## src/rtl/alu_pkg.sv

```systemverilog
// Shared definitions for the sequential ALU core: opcodes, flag bit indices
// and the controller state encoding.
package alu_pkg;

  // Opcode encoding (3 bits)
  localparam logic [2:0] OP_MUL = 3'b000;  // MUL, or NOP when multiply is disabled
  localparam logic [2:0] OP_ADD = 3'b001;
  localparam logic [2:0] OP_SUB = 3'b010;
  localparam logic [2:0] OP_INC = 3'b011;
  localparam logic [2:0] OP_DEC = 3'b100;
  localparam logic [2:0] OP_AND = 3'b101;
  localparam logic [2:0] OP_OR  = 3'b110;
  localparam logic [2:0] OP_NOT = 3'b111;

  // Bit positions inside the 4-bit flag vector {zero, carry, neg, ovf}
  localparam int unsigned FLAG_Z = 3;
  localparam int unsigned FLAG_C = 2;
  localparam int unsigned FLAG_N = 1;
  localparam int unsigned FLAG_V = 0;

  // Controller states
  typedef enum logic {
    ST_IDLE = 1'b0,
    ST_BUSY = 1'b1
  } state_t;

endpackage

```

## src/rtl/alu_mul_iter.sv

```systemverilog
// Iterative shift-add multiplier: one multiplier bit per cycle.
// Ports:
//   clk, rst      clock, synchronous active-high reset (aborts a multiply)
//   start         load operands and begin WIDTH iterations
//   a, b          multiplicand, multiplier (sampled on start)
//   done_c        high during the last iteration cycle (combinational)
//   product_c     full 2*WIDTH product, valid while done_c is high
module alu_mul_iter #(
  parameter int unsigned WIDTH = 8
) (
  input  logic                 clk,
  input  logic                 rst,
  input  logic                 start,
  input  logic [WIDTH-1:0]     a,
  input  logic [WIDTH-1:0]     b,
  output logic                 done_c,
  output logic [2*WIDTH-1:0]   product_c
);

  localparam int unsigned PW = 2 * WIDTH;
  localparam int unsigned CW = $clog2(WIDTH);

  logic [PW-1:0]    mcand;
  logic [PW-1:0]    acc;
  logic [WIDTH-1:0] mplier;
  logic [CW-1:0]    cnt;
  logic             active;
  logic [PW-1:0]    addend;

  // Partial product for the current multiplier bit; the final one is folded
  // in combinationally so the product is ready on the last iteration edge.
  assign addend    = mplier[0] ? mcand : '0;
  assign product_c = acc + addend;
  assign done_c    = active && (cnt == CW'(WIDTH - 1));

  always_ff @(posedge clk) begin
    if (rst) begin
      active <= 1'b0;
      cnt    <= '0;
      mcand  <= '0;
      mplier <= '0;
      acc    <= '0;
    end else if (start) begin
      active <= 1'b1;
      cnt    <= '0;
      mcand  <= PW'(a);
      mplier <= b;
      acc    <= '0;
    end else if (active) begin
      acc    <= product_c;
      mcand  <= mcand << 1;
      mplier <= mplier >> 1;
      cnt    <= cnt + CW'(1);
      if (done_c) begin
        active <= 1'b0;
      end
    end
  end

endmodule

```

## src/rtl/alu_seq_core.sv

```systemverilog
// Clocked ALU core with valid/ready handshakes, registered result and flags,
// and an optional iterative multiply on opcode 000.
// Ports:
//   clk, rst                 clock, synchronous active-high reset
//   in_valid/in_ready        instruction handshake (in_op, in_a, in_b)
//   out_valid/out_ready      result handshake (out_result, out_flags)
//   out_flags                {zero, carry, neg, ovf}
module alu_seq_core
  import alu_pkg::*;
#(
  parameter int unsigned WIDTH  = 8,
  parameter bit          MUL_EN = 1'b1
) (
  input  logic             clk,
  input  logic             rst,
  input  logic             in_valid,
  output logic             in_ready,
  input  logic [2:0]       in_op,
  input  logic [WIDTH-1:0] in_a,
  input  logic [WIDTH-1:0] in_b,
  output logic             out_valid,
  input  logic             out_ready,
  output logic [WIDTH-1:0] out_result,
  output logic [3:0]       out_flags
);

  localparam int unsigned SW = WIDTH + 1;

  state_t             state;
  logic               accept;
  logic               is_mul;
  logic [WIDTH-1:0]   add_x;
  logic [WIDTH-1:0]   add_y;
  logic               add_cin;
  logic [SW-1:0]      sum;
  logic               add_ovf;
  logic [WIDTH-1:0]   alu_res;
  logic [3:0]         alu_flags;
  logic               mul_done;
  logic [2*WIDTH-1:0] mul_prod;
  logic [3:0]         mul_flags;

  // Handshake: accept only when idle and the output slot is free or draining.
  assign in_ready = !rst && (state == ST_IDLE) && (!out_valid || out_ready);
  assign accept   = in_valid && in_ready;
  assign is_mul   = MUL_EN && (in_op == OP_MUL);

  alu_mul_iter #(.WIDTH(WIDTH)) u_mul (
    .clk       (clk),
    .rst       (rst),
    .start     (accept && is_mul),
    .a         (in_a),
    .b         (in_b),
    .done_c    (mul_done),
    .product_c (mul_prod)
  );

  // Operand steering for the single shared adder.
  always_comb begin
    add_x   = in_a;
    add_y   = '0;
    add_cin = 1'b0;
    case (in_op)
      OP_ADD: add_y = in_b;
      OP_SUB: begin
        add_y   = ~in_b;
        add_cin = 1'b1;
      end
      OP_INC: add_cin = 1'b1;
      OP_DEC: add_y = '1;
      default: ;
    endcase
  end

  assign sum = {1'b0, add_x} + {1'b0, add_y} + SW'(add_cin);
  // Signed overflow: like-signed adder inputs producing a differently-signed sum.
  assign add_ovf = (add_x[WIDTH-1] == add_y[WIDTH-1]) && (sum[WIDTH-1] != add_x[WIDTH-1]);

  // Single-cycle result and flags.
  always_comb begin
    alu_res   = '0;
    alu_flags = '0;
    case (in_op)
      OP_ADD, OP_SUB, OP_INC, OP_DEC: begin
        alu_res           = sum[WIDTH-1:0];
        alu_flags[FLAG_C] = sum[WIDTH];
        alu_flags[FLAG_V] = add_ovf;
      end
      OP_AND:  alu_res = in_a & in_b;
      OP_OR:   alu_res = in_a | in_b;
      OP_NOT:  alu_res = ~in_a;
      default: ;
    endcase
    // NOP leaves all flags clear.
    if (in_op != OP_MUL) begin
      alu_flags[FLAG_Z] = (alu_res == '0);
      alu_flags[FLAG_N] = alu_res[WIDTH-1];
    end
  end

  // Multiply flags: carry marks a product that does not fit in WIDTH bits.
  always_comb begin
    mul_flags         = '0;
    mul_flags[FLAG_Z] = (mul_prod[WIDTH-1:0] == '0);
    mul_flags[FLAG_C] = |mul_prod[2*WIDTH-1:WIDTH];
    mul_flags[FLAG_N] = mul_prod[WIDTH-1];
  end

  // Controller and output registers; a load on the drain edge wins.
  always_ff @(posedge clk) begin
    if (rst) begin
      state      <= ST_IDLE;
      out_valid  <= 1'b0;
      out_result <= '0;
      out_flags  <= '0;
    end else begin
      if (out_valid && out_ready) begin
        out_valid <= 1'b0;
      end
      case (state)
        ST_IDLE: begin
          if (accept) begin
            if (is_mul) begin
              state <= ST_BUSY;
            end else begin
              out_valid  <= 1'b1;
              out_result <= alu_res;
              out_flags  <= alu_flags;
            end
          end
        end
        ST_BUSY: begin
          if (mul_done) begin
            state      <= ST_IDLE;
            out_valid  <= 1'b1;
            out_result <= mul_prod[WIDTH-1:0];
            out_flags  <= mul_flags;
          end
        end
        default: state <= ST_IDLE;
      endcase
    end
  end

endmodule

```

## config.mk

```make
export PLATFORM = sky130hd
export DESIGN_NAME = alu_seq_core
export DESIGN_NICKNAME = d
export VERILOG_FILES = /design/src/rtl/alu_pkg.sv /design/src/rtl/alu_mul_iter.sv /design/src/rtl/alu_seq_core.sv
export SDC_FILE = /design/constraint.sdc
export NUM_CORES = 1
export LEC_CHECK = 0
export ABC_AREA = 0
export CAP_MARGIN = 0
export CORE_UTILIZATION = 40
export DETAILED_ROUTE_END_ITERATION = 7
export GPL_ROUTABILITY_DRIVEN = 0
export SLEW_MARGIN = 20
export SYNTH_ARGS = -nofsm -noshare
export SYNTH_HDL_FRONTEND = slang
export SYNTH_SLANG_ARGS = --single-unit
export TNS_END_PERCENT = 100
```

## constraint.sdc

```tcl
create_clock -name clk -period 7.95 [get_ports clk]
set_input_delay 1.1925 -clock clk [delete_from_list [all_inputs] [get_ports clk]]
set_output_delay 1.1925 -clock clk [all_outputs]
set_load 0.05 [all_outputs]
```

==> flow_summary.ini <==
[layout]
area_growth_pct = 15.8
final_util_pct = 48.1
layout.nets = 582
drive_above_1_share_pct = 6.15
diodes = 0
n_fill_cell = 1046

[routing]
first_iter_violations = 146
drc = 0
post_drt_wl_per_cell_microns = 14.8
postRouteAntennaNets = 0
viasPerCell = 5.44
firstDrtPassIters = 4
dr_total_vias = 3647
drt-total-wl_mm = 9.94

[power_and_ir_drop]
comb_power_share_pct = 21.4
p_clk_share_pct = 35.2
vdd_drop_max_mv = 0.0591
p_seq_share_pct = 43.4
p_total_uw = 697
netSwitchingFraction_pct = 31.4
p_leak_uw = 0.00183
power.density_nw_per_um2 = 148
p_int_uw = 478
switching_power_uw = 219

[die]
die_h_microns = 103
initial_core_util_pct = 41.5
io_pins = 37
die_x_microns = 103
rows = 36
fp.coreArea_sq_um = 9820
die-area_sq_um = 10600

[yosys]
synth_ff_type = dfxtp_1
yosysSeqAreaShare_pct = 28.5
syn_avg_cell_area_sq_um = 8.06
synth_cells = 506
synth_edf_count = 0
yosys_warnings = 0
async_flop_share_pct = 0
synth_area_sq_um = 4080
synth-seq-cells = 58
synthTopCellsByArea = dfxtp_1 (28%), mux2i_1 (9.1%), ha_1 (7.4%)
yosysTopAreaCellShare_pct = 28.5
synthesis.nets = 556
yosysUniqueCellTypes = 63
synth_top_area_cell = dfxtp_1

[min_path]
holdPathEnd = out_flags[1]
hp-class = reg -> reg
hold_start = out_flags[1]
holdPathStages = 1

[worst_setup_path]
worstPathMaxFanout = 20
r2r-end = out_flags[2]
cp-end-kind = flop
crit_type = in -> reg
cp.required_ps = 8120
worstSetupStartpointType = input port
rr_worst_depth = 12
reg2reg_slack_ps = 4710
r2r-start = u_mul.mplier[0]
cp.arrival_ps = 5280

[timing]
slew_violations = 0
rsz0062_at_grt = false
fmax_ghz = 0.196
fin_skew_ps = 12.7
period_minus_slack_ps = 5110
setup_violations = 0
whs_ps = 467
max-slew-margin-rel_pct = 31.1
period_share_pct = 64.3
worst_pin_slew_ps = 1030
finalHoldViolCount = 0
setup_slack_ps = 2840
tns_ps = 0

[global_routing]
antenna_found_initial = 0
grt_pass1_vias = 3344
gr-total-overflow = 0
grt_max_degree = 47
grt.total_usage_pct = 20.3
grt_pass1_wl_mm = 16.5

[status]
outcome = complete, no violations

[cts]
ctsResizeCount = 0
clock_sinks = 58
cts_hold_buf = 0
cts_tree = yes
clkTransAtPathRegs_ps = 70
clock_latency_ps = 340
root_buffer = clkbuf_8
clockBufferDepth = 2
cts_made_buffers = 9
postCtsSetupBuffers = 0
h-tree-depth = 3

[placement]
place_ws_ps = 2590
io_buffers = 36
dp_hpwl_mm = 7.33

[flow_run]
maxCapViolations = 0
## worst max-delay path: stages
cell,delay (ps)
clkdlybuf4s50_1,890
inv_1,240
nand2_1,290
o21a_1,150
nor2_1,40
a21oi_1,220
inv_1,80
ha_1,290
a211o_1,330
a211o_1,300
a221oi_2,290
nand2_1,80
a221oi_1,490
nor2_1,80
a31oi_1,220
a211oi_2,90
## cells by family after synthesis
| kind of cell | Yosys count | share of synthesized area [%] |
|---|---|---|
| multiplexers | 38 | 9.36 |
| adder cells (fa/ha/maj) | 28 | 9.09 |
| AO/OA/AOI/OAI | 142 | 24.5 |
| buffers and inverters | 45 | 4.33 |
| AND/OR/NAND/NOR | 177 | 20.4 |
| flip-flops | 58 | 28.5 |
| XOR/XNOR | 18 | 3.87 |
## worst max path at each step
stage,start,end,slack [ps]
6_report,in_op[2],out_flags[3],2840
5_1_grt,in_op[2],out_result[4],2470
4_1_cts,in_op[2],out_flags[3],2920
3_5_place_dp,in_op[2],out_flags[3],2590
3_3_place_gp,in_op[2],out_flags[3],2690
2_1_floorplan,in_op[2],out_flags[3],3660
## per-stage QoR
step | area (sq um) | cells
after floorplan | 4080 | 506
after global placement | 4540 | 654
after detailed placement | 4540 | 654
after CTS | 4720 | 670
after global routing | 4720 | 670
final | 4720 | 670
## sequential cells by signal (all words and copies together) (netlist names), 3 cells and up
signal / cells
u_mul.cnt: 3
out_flags: 4
u_mul.mplier: 8
out_result: 8
u_mul.acc: 16
u_mul.mcand: 16
## synth_stat cells (all sizes together), types with 2 or more instances
cell     instances
a211o            3
a211oi          28
a21o            12
a21oi           21
a221oi           5
a22o             2
a22oi            6
a311o            2
a31oi            6
and2            17
and3             2
and3b            2
buf              8
clkbuf          17
dfxtp           58
fa               3
ha              24
inv             20
mux2i           37
nand2           34
nand2b           5
nand3            3
nand3b           2
nor2            79
nor2b            5
nor3            13
nor4             3
o2111ai          2
o211ai           3
o21a            14
o21ai           22
o22ai            2
o31a             3
or3              4
or4              3
xnor2           15
xor2             3
## placed cells by master (no fill, tap or decap), types with 17 or more instances in the layout
| master | instances |
|---|---|
| and2_1 | 17 |
| nor2_1 | 78 |
| inv_1 | 19 |
| o21ai_0 | 21 |
| clkdlybuf4s50_1 | 36 |
| a211oi_1 | 27 |
| dfxtp_1 | 57 |
| mux2i_1 | 37 |
| ha_1 | 24 |
| nand2_1 | 34 |
| a21oi_1 | 21 |
## layout make-up
| class | count | area (sq um) | area share (%) |
|---|---|---|---|
| Multi-Input combinational cell | 403 | 2750 | 58.2 |
| Sequential cell | 58 | 1160 | 24.6 |
| Timing Repair Buffer | 40 | 390 | 8.27 |
| Tap cell | 133 | 166 | 3.52 |
| Clock buffer | 10 | 138 | 2.91 |
| Inverter | 20 | 75.1 | 1.59 |
| Clock inverter | 6 | 42.5 | 0.901 |
## power groups by stage
stage	clock, uW	sequential, uW	combinational, uW
after floorplan	0	323	84.5
after global routing	264	303	164
after detailed placement	0	309	148
final	245	302	149
after CTS	252	303	148
after global placement	0	309	146
## metal layers
metal | GRT usage [%] | routed length [microns] | vias up | share of wire [%]
met5 | 0 | 0 | - | 0
met4 | 6.50 | 161 | 0 | 1.6
met3 | 3.46 | 398 | 10 | 4.0
met2 | 32.4 | 4410 | 79 | 44
met1 | 27.7 | 4970 | 1673 | 50
li1 | - | - | 1885 | -
Power figures use the tool's default switching activity.
==> edit 1, RTL diff (same settings) <==
`WIDTH` is set to 8 in 2 places; all go to 16.
--- a/src/rtl/alu_mul_iter.sv
+++ b/src/rtl/alu_mul_iter.sv
@@ -8,3 +8,3 @@
 module alu_mul_iter #(
-  parameter int unsigned WIDTH = 8
+  parameter int unsigned WIDTH = 16
 ) (
--- a/src/rtl/alu_seq_core.sv
+++ b/src/rtl/alu_seq_core.sv
@@ -10,3 +10,3 @@
 #(
-  parameter int unsigned WIDTH  = 8,
+  parameter int unsigned WIDTH  = 16,
   parameter bit          MUL_EN = 1'b1
Ports: changed (resized in_a, in_b and out_result); port bits go from 37 to 61. The function was not compared with the original's and may differ.
==> edit 1 against the unedited design <==
Combinational power increased by 87%. Synthesized area increased by 100%. Utilization decreased by 2.1 points. Global-route usage increased by 2.4 points. Worst setup slack got worse by 1.1 ns. Sequential cell count increased by 49. Register-to-register slack got worse by 1.3 ns. Design area increased by 96%. Routed wire length increased by 140%. Power increased by 90%.
==> edit 1: results (changes against the unedited design) <==
[metrics] run status: finished, final reports clean
[metrics] compound-cell area share of the yosys netlist: 0.270 (+0.0250)
[metrics] length of routed met2 wiring: 10900 um (+150%)
[metrics] maximum resistive drop on vdd: 0.0966 mV (+64%)
[metrics] DP Area: 8960 um2 (+97%)
[metrics] routed metal-1 wire length: 11900 um (+140%)
[metrics] Tightest Pin Transition: 1.03 ns (-0.00628 ns)
[metrics] Avg Cell Area, Syn: 7.69 um2 (-4.6%)
[metrics] number of optimization iterations in the first detailed-route pass: 5 (+1)
[metrics] largest registers: u_mul.acc: 32 flops, u_mul.mcand: 32 flops
[metrics] Cells after DPL: 1343 (+110%)
[metrics] met2 track demand over resource in global routing: 0.355 (+0.0309)
[metrics] clock latency of the later-clocked register in the worst-skew pair: 0.37 ns (+0.03 ns)
[metrics] iteration-0 DRC count of the detailed router: 562 (+280%)
[metrics] Port Buffer Count: 60 (+67%)
[metrics] hold slack final: 0.460 ns (-0.00711 ns)
[metrics] GRT Util Overall: 0.226 (+0.0237)
[metrics] clk_buf instances: 9 (-1)
[metrics] synth unique cells: 77 (+22%)
[metrics] largest net degree at the start of global routing: 65 (+38%)
[metrics] Hold EP: out_flags[0]$_SDFFE_PP0P_
[metrics] depth of the worst hold-timing path: 2 (+1)
[metrics] R2R Setup Slk: 3.43 ns (-1.28 ns)
[metrics] Worst Hold Launch: out_flags[0]$_SDFFE_PP0P_
[metrics] Root Buffer Master: clkbuf_16
[metrics] vias in the first global route: 7157 (+110%)
[metrics] # clock sinks: 107 (+84%)
[metrics] fraction of area in multi-input gates: 0.617 (+0.0347)
[metrics] synth cell count leaders: nor2_1, dfxtp_1, nand2_1
[metrics] number of buffers outside the clock class in the layout: 68 (+70%)
[metrics] Fin Clk Skew: 0.00983 ns (-0.00288 ns)
[metrics] number of multi-input combinational cells: 871 (+120%)
[metrics] estimated wirelength of the detail-placed design: 18000 um (+150%)
[metrics] Clock buffers and inverters, area share: 0.0337 (-0.00442)
[metrics] Int Power: 0.000903 W (+89%)
[metrics] xor/xnor share of the synthesized area: 0.0329 (-0.00573)
[metrics] pre-CTS WS: 1.46 ns (-1.12 ns)
[metrics] worst path arrival time: 6.53 ns (+1.25 ns)
[metrics] share of cells above drive strength 1: 0.0432 (-0.0183)
[metrics] depth of the most critical reg-to-reg path: 14 (+2)
[metrics] Leakage: 3.46 nW (+89%)
[metrics] arithmetic-cell share of the synthesized area counting full adders, half adders and majority gates: 0.0802 (-0.0106)
[metrics] first-pass GRT wire length: 38400 um (+130%)
[metrics] top area cells in the synthesized netlist: dfxtp_1, mux2i_1, ha_1, nor2_1, a211oi_1
[metrics] met3 wirelength from detailed routing: 1080 um (+170%)
[metrics] layout overhead on the synthesized area: 13.0%
[metrics] sequential area share after synthesis: 0.261 (-0.0237)
[metrics] share of the final layout cell area in sequential cells: 0.232 (-0.0146)
[metrics] final critical path time including I/O delays and setup: 6.25 ns (+1.14 ns)
[edit 1: critical path, cell delays in order]
cell and delay [ns]:
clkdlybuf4s50_1 0.45, buf_4 0.39, nand2b_1 0.41, nor2_1 0.90, nand2_1 0.10, o21ai_0 0.14
fa_1 0.24, inv_1 0.06, fa_1 0.40, nor2b_1 0.13, o21a_1 0.15, o21ai_2 0.09
a211oi_1 0.33, o31a_1 0.25, nor3_1 0.07, nor3_1 0.36, nand3_1 0.12, or4b_1 0.53
o41ai_2 0.19
[edit 1: power by group through the flow]
stage / Sequential (W) / Combinational [W] / Clock [W]
after floorplan: 0.000589 / 0.000162 / 0
after CTS: 0.000556 / 0.000274 / 0.000499
after detailed placement: 0.000569 / 0.000273 / 0
after global placement: 0.000569 / 0.000273 / 0
after global routing: 0.000558 / 0.000299 / 0.000518
final: 0.000556 / 0.000278 / 0.000488
==> edit 2, RTL diff (config.mk and constraints unchanged) <==
Made on the original files. Reset style: asynchronous (`rst`), changed in 2 clocked blocks. Comments in the files are not updated.
--- a/src/rtl/alu_mul_iter.sv
+++ b/src/rtl/alu_mul_iter.sv
@@ -35,3 +35,3 @@
 
-  always_ff @(posedge clk) begin
+  always_ff @(posedge clk or posedge rst) begin
     if (rst) begin
--- a/src/rtl/alu_seq_core.sv
+++ b/src/rtl/alu_seq_core.sv
@@ -109,3 +109,3 @@
   // Controller and output registers; a load on the drain edge wins.
-  always_ff @(posedge clk) begin
+  always_ff @(posedge clk or posedge rst) begin
     if (rst) begin
Check against the original RTL: differs if rst is asserted again (counterexample within 4 cycles, from zero or initial values and one cycle with rst high); with rst held inactive, the same outputs for 4 cycles.
==> edit 2 against the unedited design <==
Synthesized area is 4.6% higher. Routed wire length is 2.0% higher. Hold slack better by 0.022 ns. Clock skew is 0.0026 ns lower. Worst setup slack better by 0.10 ns. Sequential cell count stayed put. Utilization is 0.69 points lower. Synthesized cell count is 2.6% lower. Design area is 3.6% higher. Die area is 4.5% higher.
Power is not compared: it rests on default switching activity, and its combinational part moved more than twofold at a synthesized area within 25%.
==> edit 2: results (changes against the unedited design) <==
[metrics] vias in the first global route: 3482 (+4.1%)
[metrics] share of cells above drive strength 1: 0.0612 (-0.000267)
[metrics] start point of the critical path: in_op[2]
[metrics] run status: finished, final reports clean
[metrics] worst path arrival time: 5.26 ns (-0.02 ns)
[metrics] Port Buffer Count: 36 (unchanged)
[metrics] number of antenna violations at the first check in global routing: 0 (unchanged)
[metrics] iteration-0 DRC count of the detailed router: 191 (+31%)
[metrics] synth cell count leaders: nor2_1, dfrtp_1, nand2_1
[metrics] Worst R2R Start: u_mul.mplier[0]$_DFFE_PP0P_
[metrics] Detailed Route WL: 10100 um (+2.0%)
[metrics] largest registers: u_mul.acc: 16 flops, u_mul.mcand: 16 flops
[metrics] number of fillers in the final layout: 1023 (-2.2%)
[metrics] Diodes inserted: 0 (unchanged)
[metrics] Bufs on Longest Clock Path: 2 (unchanged)
[metrics] Net Count, Synth: 543 (-2.3%)
[metrics] Tightest Pin Transition: 0.766 ns (-0.268 ns)
[metrics] Root Buffer Master: clkbuf_8
[metrics] depth of the most critical reg-to-reg path: 11 (-1)
[metrics] largest net degree at the start of global routing: 62 (+32%)
[metrics] top area cells in the synthesized netlist: dfrtp_1, mux2i_1, ha_1, nor2_1, a21oi_1
[metrics] net total in the final layout: 568 (-2.4%)
[metrics] estimated wirelength of the detail-placed design: 7590 um (+3.5%)
[metrics] sequential area share after synthesis: 0.340 (+0.0556)
[metrics] synth unique cells: 59 (-6.3%)
[metrics] Post-synth top flop: dfrtp_1
[metrics] capture point of the critical path: out_flags[3]$_DFFE_PP0P_
[metrics] worst reg2reg endpoint: out_flags[2]$_DFFE_PP0P_
[metrics] Worst-path clk slew: 0.07 ns (about the same)
[metrics] first-pass GRT wire length: 17600 um (+6.4%)
[metrics] R2R Setup Slk: 4.66 ns (-0.05 ns)
[metrics] post-synthesis async set-or-reset flop share: 1.00 (+1.00)
[metrics] GRT Util Overall: 0.198 (-0.00447)
[metrics] total via count after detailed routing: 3606 (-1.1%)
[metrics] Fin Clk Skew: 0.0101 ns (-0.00262 ns)
[metrics] DP Area: 4720 um2 (+4.0%)
[metrics] peak fanout along the critical path: 17 (-15%)
[metrics] CTS resizes: 0 (unchanged)
edit 2: cell types whose count changed in the layout (fill, tap and decap cells not counted), moves of 19 or more:
cell      before  now
a211oi_1      27    8
a21oi_1       21   43
dfrtp_1        0   57
dfxtp_1       57    0
nor2_1        78   59
edit 2: layout make-up:
| type | instances | area, um2 | area share |
|---|---|---|---|
| Sequential cell | 58 | 1450 | 0.297 |
| Clock inverter | 5 | 30.0 | 0.00614 |
| Timing Repair Buffer | 39 | 383 | 0.0782 |
| Inverter | 10 | 37.5 | 0.00767 |
| Clock buffer | 11 | 141 | 0.0289 |
| Tap cell | 136 | 170 | 0.0348 |
| Multi-Input combinational cell | 400 | 2680 | 0.547 |
edit 2: power breakdown:
group	internal [W]	switching (W)	leakage, nW
Sequential	0.000439	0.000105	0.707
Combinational	0.000499	0.000715	1.25
Clock	0.000120	0.000114	0.0851
Total	0.00106	0.000934	2.04
edit 2: cells by family after synthesis:
logic type,after synthesis,share of synthesized area
xor+xnor,15,0.0308
compound gates,137,0.209
fa+ha+maj,28,0.0869
flops,58,0.340
buf+inv,35,0.0326
mux,42,0.102
simple gates,178,0.199
edit 2: how the worst min path moves through the flow:
stage                                     start                     endpoint  cells past startpoint
floorplan           u_mul.mcand[15]$_DFFE_PP0P_  u_mul.mcand[15]$_DFFE_PP0P_                      2
global placement       out_flags[0]$_DFFE_PP0P_     out_flags[0]$_DFFE_PP0P_                      2
detailed placement    out_result[7]$_DFFE_PP0P_    out_result[7]$_DFFE_PP0P_                      2
CTS                   out_result[7]$_DFFE_PP0P_    out_result[7]$_DFFE_PP0P_                      2
global route          out_result[7]$_DFFE_PP0P_    out_result[7]$_DFFE_PP0P_                      2
finish                out_result[7]$_DFFE_PP0P_    out_result[7]$_DFFE_PP0P_                      2
edit 2: metal layers:
layer  up-vias  global-route usage  part of all wire
met1      1708               0.287              0.50
met2        64               0.308              0.46
met3         4              0.0365             0.040
met4         0              0.0392            0.0054
met5         -                   0                 0
li1       1830                   -                 -
edit 2: critical path, stage by stage:
cell	delay (ns)
clkdlybuf4s50_1	0.86
clkinv_1	0.43
nor2_1	0.48
a21oi_1	0.08
o22ai_1	0.23
fa_1	0.26
inv_1	0.07
fa_1	0.41
nor2b_1	0.16
o31a_1	0.19
a21oi_1	0.08
a21oi_1	0.15
a211o_1	0.14
nor4bb_1	0.28
nand4_1	0.12
a21oi_1	0.13
edit 2: per-stage QoR:
stage	power (W)	util	instances	worst slack (ns)	hold slack (ns)
3_3_place_gp	0.00173	0.457	643	2.83	0.467
3_5_place_dp	0.00176	0.457	643	2.67	0.474
2_1_floorplan	0.00148	-	493	3.99	0.486
4_1_cts	0.00201	0.474	659	3.02	0.491
6_report	0.00199	0.474	659	2.94	0.490
5_1_grt	0.00218	0.474	659	2.46	0.515
